<file path="src/rtl/ysyx_24110015_mem_arbiter_pkg.sv">
// Shared encodings for the IFU/LSU memory arbiter: FSM states and request owner.
package ysyx_24110015_mem_arbiter_pkg;

  typedef enum logic [1:0] {
    IDLE  = 2'd0,
    REQ   = 2'd1,
    RESP  = 2'd2,
    DRAIN = 2'd3
  } state_t;

  typedef enum logic {
    OWN_IFU = 1'b0,
    OWN_LSU = 1'b1
  } owner_t;

endpackage

</file>
<file path="src/rtl/ysyx_24110015_rr_pick2.sv">
// Combinational 2-way winner selection between IFU and LSU requests.
module ysyx_24110015_rr_pick2
  import ysyx_24110015_mem_arbiter_pkg::*;
#(
  parameter int RR_EN = 1
) (
  input  logic   ifu_valid,
  input  logic   lsu_valid,
  input  owner_t last_grant,
  output logic   grant_valid,
  output owner_t grant
);

  logic lsu_wins_tie;

  // Round-robin hands a tie to whoever was not served last; fixed priority favours the LSU.
  assign lsu_wins_tie = (RR_EN != 0) ? (last_grant == OWN_IFU) : 1'b1;

  always_comb begin
    grant_valid = ifu_valid | lsu_valid;
    grant       = OWN_IFU;
    if (ifu_valid && lsu_valid) begin
      grant = lsu_wins_tie ? OWN_LSU : OWN_IFU;
    end else if (lsu_valid) begin
      grant = OWN_LSU;
    end
  end

endmodule

</file>
<file path="src/rtl/ysyx_24110015_mem_arbiter.sv">
// 2:1 arbiter sharing one pmem request/response port between the IFU and the LSU,
// with an optional watchdog that turns a hung response into an error.
module ysyx_24110015_mem_arbiter
  import ysyx_24110015_mem_arbiter_pkg::*;
#(
  parameter int ADDR_W  = 32,
  parameter int DATA_W  = 32,
  parameter int RR_EN   = 1,
  parameter int TIMEOUT = 0
) (
  input  logic                clk,
  input  logic                rst,
  input  logic                ifu_req_valid,
  output logic                ifu_req_ready,
  input  logic [ADDR_W-1:0]   ifu_addr,
  output logic                ifu_resp_valid,
  input  logic                ifu_resp_ready,
  output logic [DATA_W-1:0]   ifu_rdata,
  output logic                ifu_err,
  input  logic                lsu_req_valid,
  output logic                lsu_req_ready,
  input  logic [ADDR_W-1:0]   lsu_addr,
  input  logic                lsu_wen,
  input  logic [DATA_W-1:0]   lsu_wdata,
  input  logic [DATA_W/8-1:0] lsu_wmask,
  output logic                lsu_resp_valid,
  input  logic                lsu_resp_ready,
  output logic [DATA_W-1:0]   lsu_rdata,
  output logic                lsu_err,
  output logic                mem_req_valid,
  input  logic                mem_req_ready,
  output logic [ADDR_W-1:0]   mem_addr,
  output logic                mem_wen,
  output logic [DATA_W-1:0]   mem_wdata,
  output logic [DATA_W/8-1:0] mem_wmask,
  input  logic                mem_resp_valid,
  output logic                mem_resp_ready,
  input  logic [DATA_W-1:0]   mem_rdata,
  input  logic                mem_err
);

  state_t                state_reg, state_next;
  owner_t                owner_reg, last_grant_reg, grant;
  logic                  grant_valid, accept, timed_out;
  logic [ADDR_W-1:0]     addr_reg;
  logic                  wen_reg;
  logic [DATA_W-1:0]     wdata_reg;
  logic [DATA_W/8-1:0]   wmask_reg;
  logic                  owner_resp_ready, resp_valid, resp_err;
  logic [DATA_W-1:0]     resp_rdata;

  ysyx_24110015_rr_pick2 #(.RR_EN(RR_EN)) u_pick (
    .ifu_valid   (ifu_req_valid),
    .lsu_valid   (lsu_req_valid),
    .last_grant  (last_grant_reg),
    .grant_valid (grant_valid),
    .grant       (grant)
  );

  // Grants are held off while reset is asserted so nothing is accepted on the reset edge.
  assign accept = (state_reg == IDLE) && grant_valid && rst;

  assign mem_addr  = addr_reg;
  assign mem_wen   = wen_reg;
  assign mem_wdata = wdata_reg;
  assign mem_wmask = wmask_reg;

  always_ff @(posedge clk) begin
    if (!rst) begin
      state_reg      <= IDLE;
      owner_reg      <= OWN_IFU;
      last_grant_reg <= OWN_IFU;
      addr_reg       <= '0;
      wen_reg        <= 1'b0;
      wdata_reg      <= '0;
      wmask_reg      <= '0;
    end else begin
      state_reg <= state_next;
      if (accept) begin
        owner_reg      <= grant;
        last_grant_reg <= grant;
        addr_reg       <= (grant == OWN_LSU) ? lsu_addr : ifu_addr;
        wen_reg        <= (grant == OWN_LSU) && lsu_wen;
        wdata_reg      <= (grant == OWN_LSU) ? lsu_wdata : '0;
        wmask_reg      <= (grant == OWN_LSU) ? lsu_wmask : '0;
      end
    end
  end

  generate
    if (TIMEOUT > 0) begin : g_wdog
      localparam int CNT_W = $clog2(TIMEOUT + 1);
      logic [CNT_W-1:0] cnt_reg;
      logic             mem_hs;

      assign mem_hs    = mem_resp_valid && mem_resp_ready;
      assign timed_out = (cnt_reg == CNT_W'(TIMEOUT));

      // Cleared whenever outside RESP, so every RESP entry starts from zero; saturates at TIMEOUT.
      always_ff @(posedge clk) begin
        if (!rst) begin
          cnt_reg <= '0;
        end else if (state_reg != RESP) begin
          cnt_reg <= '0;
        end else if (!mem_hs && !timed_out) begin
          cnt_reg <= cnt_reg + 1'b1;
        end
      end
    end else begin : g_no_wdog
      assign timed_out = 1'b0;
    end
  endgenerate

  always_comb begin
    state_next       = state_reg;
    ifu_req_ready    = 1'b0;
    lsu_req_ready    = 1'b0;
    mem_req_valid    = 1'b0;
    mem_resp_ready   = 1'b0;
    resp_valid       = 1'b0;
    resp_rdata       = '0;
    resp_err         = 1'b0;
    ifu_resp_valid   = 1'b0;
    ifu_rdata        = '0;
    ifu_err          = 1'b0;
    lsu_resp_valid   = 1'b0;
    lsu_rdata        = '0;
    lsu_err          = 1'b0;
    owner_resp_ready = (owner_reg == OWN_LSU) ? lsu_resp_ready : ifu_resp_ready;

    case (state_reg)
      IDLE: begin
        if (accept) begin
          ifu_req_ready = (grant == OWN_IFU);
          lsu_req_ready = (grant == OWN_LSU);
          state_next    = REQ;
        end
      end
      REQ: begin
        mem_req_valid = 1'b1;
        if (mem_req_ready) state_next = RESP;
      end
      RESP: begin
        if (timed_out) begin
          // Synthesised error; the real response, if it ever comes, is dropped in DRAIN.
          resp_valid = 1'b1;
          resp_err   = 1'b1;
          if (owner_resp_ready) state_next = DRAIN;
        end else begin
          resp_valid     = mem_resp_valid;
          resp_rdata     = mem_rdata;
          resp_err       = mem_err;
          mem_resp_ready = owner_resp_ready;
          if (mem_resp_valid && owner_resp_ready) state_next = IDLE;
        end
      end
      DRAIN: begin
        mem_resp_ready = 1'b1;
        if (mem_resp_valid) state_next = IDLE;
      end
      default: state_next = IDLE;
    endcase

    if (owner_reg == OWN_LSU) begin
      lsu_resp_valid = resp_valid;
      lsu_rdata      = resp_rdata;
      lsu_err        = resp_err;
    end else begin
      ifu_resp_valid = resp_valid;
      ifu_rdata      = resp_rdata;
      ifu_err        = resp_err;
    end
  end

endmodule

</file>
<file path="config.mk">
export PLATFORM = sky130hd
export DESIGN_NAME = ysyx_24110015_mem_arbiter
export DESIGN_NICKNAME = d
export VERILOG_FILES = /design/src/rtl/ysyx_24110015_mem_arbiter_pkg.sv /design/src/rtl/ysyx_24110015_rr_pick2.sv /design/src/rtl/ysyx_24110015_mem_arbiter.sv
export SDC_FILE = /design/constraint.sdc
export NUM_CORES = 1
export LEC_CHECK = 0
export BUFFER_PORTS_ARGS = -buffer_cell sky130_fd_sc_hd__buf_2
export CAP_MARGIN = 10
export CORE_AREA = 4 4 108 110
export DETAILED_ROUTE_END_ITERATION = 8
export DIE_AREA = 0 0 112 114
export PLACE_DENSITY = 0.73
export SETUP_SLACK_MARGIN = 0.4
export SLEW_MARGIN = 10
export SYNTH_ARGS = -nofsm -noshare
export SYNTH_HDL_FRONTEND = slang
export SYNTH_SLANG_ARGS = --single-unit
export TNS_END_PERCENT = 1
</file>
<file path="constraint.sdc">
create_clock -name clk -period 1.4 [get_ports clk]
set_input_delay 0.28 -clock clk [delete_from_list [all_inputs] [get_ports clk]]
set_output_delay 0.28 -clock clk [all_outputs]
set_load 0.05 [all_outputs]
</file>
-- After elaboration in Yosys (flattened, before gate mapping)
Cells that the tools add are included.
- bitwise logic cells: 2
- equality and inequality tests: 7
- divide/modulo/power cells: 0
- multipliers: 0
- shift operators: 0
- multiplexer cells: 27
- magnitude comparators: 0
- $add $sub $neg: 0
- reduce and logical (&&, ||, !) cells: 7
- operators by type and width (cell ; count):
    $mux 32 ; 5
    $mux 1 ; 15
    $mux 2 ; 4
    $ne 2x2->1 const B ; 4
    $pmux 2 s4 ; 1
    $logic_and 1x1->1 ; 5
    $eq 2x2->1 const B ; 2
    $mux 4 ; 1
    $reduce_and 4->1 ; 1
    $eq 2x1->1 const B ; 1
    $logic_not 2->1 ; 1
    $pmux 1 s2 ; 1
    $not 1->1 ; 1
    $or 1x1->1 ; 1
- memory bits (read-only): 0
- memory bits (writable): 0
- input bits: 142
- memories: 0
- bits in latches: 0
- bits in registers: 72

-- Depth between registers and ports, before layout
- depth in word-level cells: 5
- depth in mapped cells: 6
- depth with buffers taken out: 3

-- Hierarchy
Synthesis repeated with hierarchy kept, for this count alone.
- cells, all modules: 408
- area total of the unflattened synthesis: 3565.9 µm²
- by module, submodules not included (module ; cells an instance ; sequential area each (µm²) ; area an instance (µm²) ; times used):
    ysyx_24110015_mem_arbiter ; 406 ; 1441.4 ; 3552.2 ; 1
    ysyx_24110015_rr_pick2 ; 2 ; 0.0 ; 13.8 ; 1

-- Least setup slack after synthesis
Ideal clock, no wire load.
- path kind: register to output
- from: register state_reg[1]
- to: output port ifu_req_ready
- setup slack: -0.540 ns
- data arrival time: 1.660 ns
- cell stages (with the launch flop): 7
- buffers on the path: 3
- path through: dfxtp_1 buf_4 nor3b_2 buf_2 buf_2 nand2_1 nor2_1
- cells in the longest elaborated chain, start to end: 5
- ends and longest elaborated chain (element ; line ; RTL):
    from (decl) ; ysyx_24110015_mem_arbiter.sv:42 ; state_t state_reg, state_next;
    from (signal assigned) ; ysyx_24110015_mem_arbiter.sv:78 ; state_reg <= state_next;
    $logic_not 2->1 * ; ysyx_24110015_mem_arbiter.sv:61, ysyx_24110015_mem_arbiter.sv:131 ;
    $logic_and 1x1->1 (2 in series) ; ysyx_24110015_mem_arbiter.sv:61 ; assign accept = (state_reg == IDLE) && grant_valid && rst;
    $mux 1 ; ysyx_24110015_mem_arbiter.sv:133 ; if (accept) begin
    $mux 1 * ; ysyx_24110015_mem_arbiter.sv:131 ; case (state_reg)
    to (decl) ; ysyx_24110015_mem_arbiter.sv:14 ; output logic ifu_req_ready,
Every way passes the cells marked *; elsewhere a longest branch is shown, timed or not.

-- Worst setup path in the final report
- from: register state_reg[0]
- to: output port ifu_rdata[31]
- cells in the longest elaborated chain, start to end: 3
- ends and longest elaborated chain (element ; line ; RTL):
    $eq 2x2->1 ; ysyx_24110015_mem_arbiter.sv:131 ;
    $mux 32 ; ysyx_24110015_mem_arbiter.sv:131 ;
    $mux 32 ; ysyx_24110015_mem_arbiter.sv:164 ; if (owner_reg == OWN_LSU) begin
    to (decl) ; ysyx_24110015_mem_arbiter.sv:18 ; output logic [DATA_W-1:0] ifu_rdata,
No other way between the ends.

==> impl_metrics.csv <==
group,metric,value,unit
run_status,status,"finished with violations",
run_status,violations,"negative setup slack",
sta,grt_setup_unrepaired,"true",
global_route,grt_pass1_wl,25650,um
cts,cts_tree,"built",
placement,dp_cells,858,
synthesis,synthCells,456,
synthesis,ys_types,31,
synthesis,synth.avg_cell_area,7.867,um2
detailed_routing,drc,0,
synthesis,synth-seq-area-share,0.4018,
power,p_leak,3.102,nW
cts,htreeDepth,3,
sta,worst_pin_slew,0.3748,ns
floorplan,die_w,112,um
sta,finalWorstSetupSlack,-0.5076,ns
layout,area_delta_synth_final,97.28,%
global_route,grt_max_degree,39,
cts,clockBufferDepth,2,
detailed_routing,ant_nets,0,
layout,final_cells,879,
placement,dpl.hpwl,10710,um
synthesis,ys.flop_type,"dfxtp_1",
worst_hold_path,min_path_type,"in -> reg",
synthesis,synth_warnings,0,
floorplan,initial_core_util,0.3353,
detailed_routing,drtPass1Iterations,5,
setup_path,critPathMaxFanout,34,
global_route,grt_pass1_vias,4792,
synthesis,synth_edf_count,0,
setup_path,critPathArrivalTime,1.63,ns
floorplan,design.die.area,12770,um2
detailed_routing,vias,4746,
synthesis,async_flop_share,0,
sta,fin_tns_setup,-34.54,ns
sta,whs,0.1715,ns
cts,numCtsBuffers,9,
synthesis,netlist_area,3587,um2
detailed_routing,via_per_inst,5.399,
floorplan,coreArea,10700,um2
floorplan,ioPinCount,283,
placement,gp_congestion,0.8610,
global_route,track_usage,0.2487,
sta,timing.final.crit_share,1.363,
setup_path,worstSetupEndpointType,"output port",
sta,timing.fmax,524.2,MHz
sta,finalSetupViolCount,139,
power,power_density,890.3,nW/um2
layout,fin_nets,875,
floorplan,die_h,114,um
cts,cts.sinks,72,
placement,port_buffers,282,
global_route,grt_overflow,0,
detailed_routing,routedWlPerCell,20.21,um
power,max-vdd-ir-drop,0.0006683,V
setup_path,reg2reg_slack,-0.16,ns
sta,finalHoldViolCount,0,
sta,slew_headroom,0.7502,
global_route,antenna_found_initial,1,
setup_path,crit_required,1.12,ns
cts,cts.clk_slew.worst_paths,0.08,ns
setup_path,crit_type,"reg -> out",
synthesis,syn-num-nets,598,
cts,root_buffer,"clkbuf_8",
layout,drive_above_1_share,0.5949,
sta,slew_violations,0,
sta,fin_skew,0.01063,ns
cts,insertion_delay,0.35,ns
floorplan,rows,38,
sta,finalCriticalPeriod,1.908,ns
detailed_routing,drt-total-wl,17760,um
setup_path,start_kind,"register",
detailed_routing,drt-initial-drc-count,507,
synthesis,ys_seq_elements,72,
flow_run,drv_cap,0,
[layout make-up]
type / count / area [um2]
Antenna cell: 1 / 2.502
Clock buffer: 9 / 123.9
Fill cell: 767 / 3621
Multi-Input combinational cell: 330 / 2151
Timing Repair Buffer: 318 / 3074
Clock inverter: 7 / 78.83
Tap cell: 140 / 175.2
Sequential cell: 72 / 1460
Inverter: 2 / 11.26
[cells in the final DEF, fill, tap and decap left out, types with 3 or more instances in the layout]
cell        instances
buf_2             141
clkinvlp_4          4
nand2_1            64
a21oi_1            70
and2_4             64
o21ai_2            11
buf_8              74
buf_6              79
o21ai_0             3
inv_6               3
nand4_1            37
o21ai_1            23
clkbuf_8            9
dfxtp_2             9
buf_4              10
dfxtp_1            61
buf_12             12
a311oi_1           32
and2_1              4
[stage by stage]
stage / power [mW] / setup WS [ns] / cell area [um2] / utilization
6_report: 6.300 / -0.5076 / 7077 / 0.6615
5_1_grt: 6.544 / -0.5551 / 7077 / 0.6615
4_1_cts: 6.253 / -0.4608 / 6945 / 0.6492
3_5_place_dp: 4.212 / -0.2203 / 5509 / 0.5150
3_3_place_gp: 4.175 / -0.1501 / 5509 / 0.5150
2_1_floorplan: 3.595 / -0.04944 / 3824 / -
[where the power goes]
group	internal [mW]	leakage, nW	switching [mW]
Sequential	2.19	0.594	0.117
Clock	0.841	0.0929	0.865
Combinational	0.916	2.41	1.37
[worst max-delay path, stage by stage, from the launching register on]
cell and delay [ns]:
dfxtp_2 0.34, buf_6 0.12, nor3b_4 0.21, buf_12 0.23
and2_1 0.20, buf_6 0.18
[repair_timing]
action                     CTS  global route
hold endpoints to repair     0             0
cloned                       2             0
pin swaps                   34            29
setup buffers                2             0
setup endpoints to repair  213           213
hold buffers                 0             0
resized for setup          378            41
[cell families (layout without fill, tap and decap cells)]
family,Yosys count,count (layout),share of synthesized area
buf+inv,54,336,0.07638
flops,72,72,0.4018
simple gates,182,182,0.2745
compound gates,147,147,0.2442
other cells,0,1,0
mux,1,1,0.003139
[Yosys cell counts, types with 2 or more instances]
cell | count | area share
buf_2 | 15 | 0.021
buf_4 | 8 | 0.017
and2_1 | 68 | 0.12
nand4_1 | 37 | 0.065
dfxtp_1 | 72 | 0.40
clkbuf_1 | 26 | 0.027
buf_6 | 3 | 0.0094
nand2_1 | 65 | 0.068
a21oi_1 | 72 | 0.10
o21ai_0 | 18 | 0.025
a311oi_1 | 32 | 0.078
nor2_1 | 2 | 0.0021
o21ai_1 | 20 | 0.028
[worst paths after layout]
| check | start | end | cells past startpoint |
|---|---|---|---|
| min reg2reg | mem_wdata[28] | mem_wdata[28] | 2 |
| max reg2reg | state_reg[0] | mem_addr[27] | 5 |
| min | mem_resp_valid | state_reg[1] | 2 |
| max | state_reg[0] | ifu_rdata[31] | 5 |
[layer usage]
layer / global-route usage / vias up / routed length (um)
met4: 0.09936 / 0 / 611
met5: 0 / - / 0
met1: 0.2718 / 2216 / 6353
li1: - / 2187 / -
met2: 0.4688 / 294 / 9348
met3: 0.05146 / 49 / 1449
No activity file was read; power rests on OpenSTA's default activity.
